**src/rtl/sim_commit_monitor.sv**
```systemverilog
// Simulation commit monitor: counts cycles and retired instructions and records the first
// trap or watchdog timeout. After a fixed drain period it raises difftest_exit.
module sim_commit_monitor #(
    parameter int COMMIT_WIDTH   = 2,
    parameter int TIMEOUT_CYCLES = 5000,
    parameter int DRAIN_CYCLES   = 4
) (
    input  logic                      clock,
    input  logic                      reset,
    input  logic [COMMIT_WIDTH-1:0]   commit_valid,
    input  logic [COMMIT_WIDTH-1:0]   commit_is_trap,
    input  logic [8*COMMIT_WIDTH-1:0] commit_trap_code,
    input  logic [64*COMMIT_WIDTH-1:0] commit_pc,
    input  logic                      perf_clean,
    input  logic                      perf_dump,
    output logic [63:0]               cycle_cnt,
    output logic [63:0]               instr_cnt,
    output logic [63:0]               snap_cycle_cnt,
    output logic [63:0]               snap_instr_cnt,
    output logic                      has_trap,
    output logic [7:0]                trap_code,
    output logic [63:0]               trap_pc,
    output logic                      timeout,
    output logic                      difftest_exit,
    output logic                      difftest_step
);

    localparam int IDLE_W  = $clog2(TIMEOUT_CYCLES);
    localparam int DRAIN_W = (DRAIN_CYCLES > 1) ? $clog2(DRAIN_CYCLES) : 1;

    typedef enum logic [1:0] {RUN, DRAIN, DONE} state_t;

    state_t             state, state_next;
    logic [IDLE_W-1:0]  idle_cnt;
    logic [DRAIN_W-1:0] drain_cnt;
    logic [63:0]        last_pc;

    logic               in_run;
    logic               any_valid;
    logic               trap_found;
    logic [3:0]         counted;
    logic [7:0]         lane_code;
    logic [63:0]        lane_pc;
    logic [63:0]        last_lane_pc;
    logic               trap_hit;
    logic               timeout_hit;
    logic [63:0]        counted_run;

    // Lanes retire in order, so counting stops at the oldest trapping lane.
    always_comb begin
        trap_found   = 1'b0;
        counted      = '0;
        lane_code    = '0;
        lane_pc      = '0;
        last_lane_pc = '0;
        for (int i = 0; i < COMMIT_WIDTH; i++) begin
            if (commit_valid[i] && !trap_found) begin
                counted      = counted + 4'd1;
                last_lane_pc = commit_pc[64*i +: 64];
                if (commit_is_trap[i]) begin
                    trap_found = 1'b1;
                    lane_code  = commit_trap_code[8*i +: 8];
                    lane_pc    = commit_pc[64*i +: 64];
                end
            end
        end
    end

    assign in_run      = (state == RUN);
    assign any_valid   = |commit_valid;
    assign trap_hit    = in_run && trap_found;
    assign timeout_hit = in_run && !any_valid && (idle_cnt == IDLE_W'(TIMEOUT_CYCLES - 1));
    assign counted_run = in_run ? 64'(counted) : 64'd0;

    always_ff @(posedge clock or posedge reset) begin
        if (reset) state <= RUN;
        else       state <= state_next;
    end

    always_comb begin
        state_next = state;
        case (state)
            RUN:     if (trap_hit || timeout_hit) state_next = DRAIN;
            DRAIN:   if (drain_cnt == DRAIN_W'(DRAIN_CYCLES - 1)) state_next = DONE;
            DONE:    state_next = DONE;
            default: state_next = RUN;
        endcase
    end

    always_comb begin
        difftest_exit = (state == DONE);
        difftest_step = (state != DONE);
    end

    // NOTE: every register here uses <= so all updates see the same pre-edge values,
    // which is what lets perf_dump capture the pre-clean counters.
    always_ff @(posedge clock or posedge reset) begin
        if (reset) begin
            cycle_cnt      <= '0;
            instr_cnt      <= '0;
            snap_cycle_cnt <= '0;
            snap_instr_cnt <= '0;
            idle_cnt       <= '0;
            drain_cnt      <= '0;
            last_pc        <= '0;
            has_trap       <= 1'b0;
            trap_code      <= '0;
            trap_pc        <= '0;
            timeout        <= 1'b0;
        end else begin
            if (perf_dump) begin
                snap_cycle_cnt <= cycle_cnt;
                snap_instr_cnt <= instr_cnt;
            end

            if (perf_clean)         cycle_cnt <= '0;
            else if (state != DONE) cycle_cnt <= cycle_cnt + 64'd1;

            if (perf_clean) instr_cnt <= counted_run;
            else            instr_cnt <= instr_cnt + counted_run;

            if (in_run) begin
                if (any_valid) last_pc <= last_lane_pc;
                idle_cnt <= any_valid ? '0 : idle_cnt + 1'b1;
            end

            drain_cnt <= (state == DRAIN) ? drain_cnt + 1'b1 : '0;

            // A trap implies a valid lane, so it always wins over the watchdog.
            if (trap_hit) begin
                has_trap  <= 1'b1;
                trap_code <= lane_code;
                trap_pc   <= lane_pc;
            end else if (timeout_hit) begin
                has_trap  <= 1'b1;
                timeout   <= 1'b1;
                trap_code <= 8'hFF;
                trap_pc   <= last_pc;
            end
        end
    end

endmodule

```
**config.mk**
```make
export PLATFORM = sky130hd
export DESIGN_NAME = sim_commit_monitor
export DESIGN_NICKNAME = d
export VERILOG_FILES = /design/src/rtl/sim_commit_monitor.sv
export SDC_FILE = /design/constraint.sdc
export NUM_CORES = 1
export LEC_CHECK = 0
export CELL_PAD_IN_SITES_DETAIL_PLACEMENT = 1
export CELL_PAD_IN_SITES_GLOBAL_PLACEMENT = 2
export CORE_ASPECT_RATIO = 1.5
export CORE_MARGIN = 2
export CORE_UTILIZATION = 25
export DETAILED_ROUTE_END_ITERATION = 8
export DONT_BUFFER_PORTS = 1
export PLACE_DENSITY = 0.55
export SLEW_MARGIN = 20
export SYNTH_ARGS = -nofsm -noshare
export SYNTH_HDL_FRONTEND = slang
export SYNTH_SLANG_ARGS = --single-unit
export TNS_END_PERCENT = 50
```
**constraint.sdc**
```tcl
create_clock -name clock -period 45.4 [get_ports clock]
set_input_delay 9.08 -clock clock [delete_from_list [all_inputs] [get_ports clock]]
set_output_delay 9.08 -clock clock [all_outputs]
set_load 0.02 [all_outputs]
```
Word-level counts from Yosys, hierarchy flattened --
Cells that the tools add are included.
Word-level totals: register bits 411, input port bits 152, output and inout port bits 332, word-level logic and storage cells 70
Operators by class: $add $sub $neg 5, eq/ne operators 7, multiplexer cells 31, bitwise gates (word level) 1, reductions and logical operators 14
Operators with widths (count):
- 2-to-1 mux 64 bit | 11
- adder 64 x 1 -> 64 bit (second input constant) | 1
- adder 64 x 4 -> 64 bit | 1
- 2-to-1 mux 8 bit | 6
- adder 13 x 1 -> 13 bit (second input constant) | 1
- == test 13 bit (second input constant) | 1
- 2-to-1 mux 13 bit | 1
- 2-to-1 mux 4 bit | 2
- 2-to-1 mux 1 bit | 7
- 2-to-1 mux 2 bit | 3
- one-hot mux 2 bit (3 select lines) | 1
- AND reduction 2 bit | 3
- adder 4 x 1 -> 4 bit (second input constant) | 1
- == test 2 bit (second input constant) | 2
- logical AND 1 bit | 4
- inequality test 2 bit (second input constant) | 2
- nonzero test 2 bit | 2
- adder 2 x 1 -> 2 bit (second input constant) | 1
- == test 2 x 1 -> 1 bit (second input constant) | 1
- logical NOT 1 bit | 2
- logical NOT 2 bit | 1
- inequality test 2 x 1 -> 1 bit (second input constant) | 1
- OR reduction 2 bit | 1
- logical OR 1 bit | 1
- NOT 1 bit | 1

Depth between registers and ports, before layout --
depth after elaboration 9, depth in mapped cells 14, mapped depth without buffers 12

Worst setup path after synthesis --
OpenSTA, ideal clock, no wires.
kind input port to flip-flop, start input commit_valid[0], end register instr_cnt[54], setup time 0.078 ns, arrival 11.509 ns, required time 45.322 ns, setup slack 33.813 ns, cell stages on the path 13, buffers on the path 2, cells stage by stage nor2_1 > nor2b_1 > clkbuf_1 > a21boi_0 > ha_1 > inv_1 > fa_1 > nand4b_1 > nor3_1 > nand4_1 > clkbuf_1 > or3_1 > a21oi_1
On the way: cells in the longest elaborated chain, start to end 7, elaborated cells on any way between the ends 9, those cells by class 2 x add/sub; 5 x mux; 2 x reduce/logical
RTL lines:
- start: declaration | RTL line 10 | input logic [COMMIT_WIDTH-1:0] commit_valid,
- parallel branches: the longest is 3 deep, another holds adder 4 x 1 -> 4 bit
- 2-to-1 mux 4 bit * | RTL line 57 | if (commit_valid[i] && !trap_found) begin
- 2-to-1 mux 4 bit * | RTL line 73 | assign counted_run = in_run ? 64'(counted) : 64'd0;
- adder 64 x 4 -> 64 bit * | RTL line 120 | else instr_cnt <= instr_cnt + counted_run;
- 2-to-1 mux 64 bit * | RTL line 119 | if (perf_clean) instr_cnt <= counted_run;
- end signal: assignment | RTL line 119
- end signal: assignment | RTL line 120
- end: declaration | RTL line 17 | output logic [63:0] instr_cnt,
Every way passes the cells marked *. A chain may end at the register's enable or synchronous reset.

Final worst setup path --
start input commit_valid[0], end register instr_cnt[58]
The elaborated chain is that of the path after synthesis.

==> flow_summary.toml <==
[yosys]
syn_area_per_cell_um2 = 10.6
ys_ff_latch = 411
synth-main-ff-cell = "dfrtp_1"
synth-seq-area-share_pct = 54.6
syn_nets = 1936
synth-edff-count = 0
async_flop_share_pct = 100
yosys_warnings = 0
synthDistinctLibCells = 59
netlist_instances = 1775
netlist_area_um2 = 18800

[worst_setup_path]
worst_ep_arrival_time_ns = 13.11
setup.worst_path.class = "input pin to flop"
cp.buffers_inverters = 2
crit_top_cell = "buf_4"
r2r_setup_slack_ns = 40.79
slowest_delay_ns = 0.67
r2r-start = "state[1]"
crit_path_end_kind = "flop"
critPathMaxFanout = 70
crit_slowest_cell = "buf_4"
startpoint_type = "input pin"
required_ns = 45.90
r2r-end = "instr_cnt[58]"
path_delay_family = "simple AND/OR/NAND/NOR gates"
critical_path.cell_chain = "nand2_1, and2_2, buf_4, nand3_1, fa_1, nand4b_1, nor3_1, buf_4, nand4_1, or4_1, a21oi_1"
rr_worst_depth = 13

[timing]
tightest_slew_ns = 1.03
setup-violations-final = 0
rsz0062_at_grt = "no"
finalMaxSlewViolations = 0
fin_skew_ns = 0.0266
relSlewSlack_pct = 31.1
period_minus_slack_ns = 12.61
fmax_ghz = 0.0793
post-route-period-util_pct = 27.8
fin_tns_setup_ns = 0
hold_violations = 0

[route]
vias_per_cell = 5.18
wirelength_mm = 66.1
vias = 14294
drt-wirelength-per-cell_um = 23.9
drt_pass1_iterations = 4
detail_route.iter0.violations = 572
postRouteAntennaNets = 0
drc_errors = 0

[clocking]
clk_path_buf_depth = 3
cts.reportedPaths.clkPinSlew_ns = 0.06
cts_buffers = 46
post_cts_buffers = 0
cts_tree = "yes"
clk_latency_ns = 0.59
holdBufCountCts = 0
cts_resized = 0
clockRootBuffer = "clkbuf_16"
cts.sinks = 411
cts_max_level = 2

[power]
cellPowerDensity_nw_per_um2 = 50.9
max-vdd-ir-drop_v = 0.0000251
p_leak_uw = 0.00910

[grt]
gr-usage-all-layers_pct = 16.8
grt-ovfl-total = 0
grt_pass1_vias = 15411
grt_pass1_wl_mm = 102
grt_max_degree = 132
antenna_found_initial = 0

[die]
initial_core_util_pct = 25.2
fp.coreArea_um2 = 74800
dieArea_um2 = 77600
ios = 484
num_rows = 123
die_h_um = 340
die_w_um = 228

[run_status]
outcome = "completed"

[hold_path]
whs_endpoint = "drain_cnt[0]"
min_from = "drain_cnt[0]"
hold_class = "flop to flop"
holdPathStages = 1

[finish]
final_layout_size_suffix_gt1_share_pct = 15.2
layout.nets = 1886
antennaDiodeCount = 0
final_cell_mix = "dfrtp_1 (411), nor2_1 (226), mux2_2 (133)"
area_growth_pct = 14.2
final_util_pct = 28.8
final_common_cell = "dfrtp_1"

[placed_design]
dp_hpwl_mm = 43.5
gp_congestion = 0.743
io_buffers = 0

[run]
maxCapViolCount = 0
-- metrics by stage --
stage | instance area, um2 | std cells | power (uW) | hold slack (ns) | setup WS (ns)
floorplan | 18800 | 1775 | 628 | 0.409 | 24.88
global placement | 19800 | 2677 | 676 | 0.422 | 32.22
detailed placement | 19800 | 2677 | 682 | 0.442 | 32.10
CTS | 21500 | 2762 | 1120 | 0.451 | 32.73
global route | 21500 | 2762 | 1160 | 0.466 | 32.46
finish | 21500 | 2762 | 1100 | 0.444 | 32.79
-- layout make-up --
| class | instances | area (um2) |
|---|---|---|
| fill | 8380 | 53300 |
| sequential | 411 | 10300 |
| multi-input combinational | 1226 | 8050 |
| clock buffer | 59 | 1280 |
| tap | 1000 | 1250 |
| clock inverter | 26 | 407 |
| timing repair buffer | 21 | 161 |
| inverter | 19 | 78.8 |
-- cells by family (layout without fill, tap and decap cells) --
family          after synthesis  in the layout  synth area share, %
simple gates                677            677                 18.0
mux                         135            135                 8.06
xor+xnor                     77             77                 3.58
fa+ha+maj                     9              9                0.638
compound gates              328            328                 12.2
buf+inv                     138            125                 2.93
flops                       411            411                 54.6
-- sequential cells by signal, summed over array words and instances (netlist names), 8 cells and up --
| signal | count |
|---|---|
| cycle_cnt | 64 |
| idle_cnt | 13 |
| instr_cnt | 64 |
| last_pc | 64 |
| snap_cycle_cnt | 64 |
| snap_instr_cnt | 64 |
| trap_code | 8 |
| trap_pc | 64 |
-- worst register-to-register path, delay by kind of cell (launching register included) --
family	cells	cell delay, ns
AO/OA/AOI/OAI	2	0.67
flip-flops	1	0.40
adder cells (fa/ha/maj)	3	1.22
buffers and inverters	3	0.38
AND/OR/NAND/NOR	5	1.88
-- where the power goes --
part	leakage, uW	total [uW]	internal, uW	switching, uW
combinational	0.00277	147	60.5	87.0
clock	0.000824	425	257	167
sequential	0.00550	523	430	93.3
-- how the worst max path moves through the flow --
stage / cells after the start / from / slack (ns) / end
3_3_place_gp: 11 / commit_valid[0] / 32.22 / instr_cnt[58]
5_1_grt: 11 / commit_valid[0] / 32.46 / instr_cnt[60]
3_5_place_dp: 11 / commit_valid[0] / 32.10 / instr_cnt[58]
2_1_floorplan: 1 / reset / 24.88 / cycle_cnt[0]
6_report: 11 / commit_valid[0] / 32.79 / instr_cnt[58]
4_1_cts: 11 / commit_valid[0] / 32.73 / instr_cnt[58]
-- per-layer routing --
layer | wire, um | GRT usage, % | vias up
li1 | - | - | 6372
met1 | 25900 | 19.4 | 7368
met4 | 1590 | 4.70 | 0
met2 | 32200 | 28.7 | 473
met3 | 6480 | 6.66 | 81
met5 | 0 | 0 | -
-- synthesized netlist by cell type, types with 19 or more instances --
cell,n,share of area [%]
or3_1,31,1.0
o21ai_0,34,0.90
mux2_2,133,7.9
xnor2_1,22,1.0
o31ai_1,20,0.80
a21oi_1,64,1.7
xor2_1,55,2.6
and3_1,24,0.80
nor3_1,21,0.56
inv_1,19,0.38
nand2_1,120,2.4
a22oi_1,72,2.9
clkbuf_1,98,2.0
or4_1,21,0.84
nand3_1,116,3.1
nand4_1,48,1.6
dfrtp_1,411,55
a221o_1,64,3.4
nor2_1,228,4.5
a31oi_1,64,2.1
(Power assumes the default switching activity.)
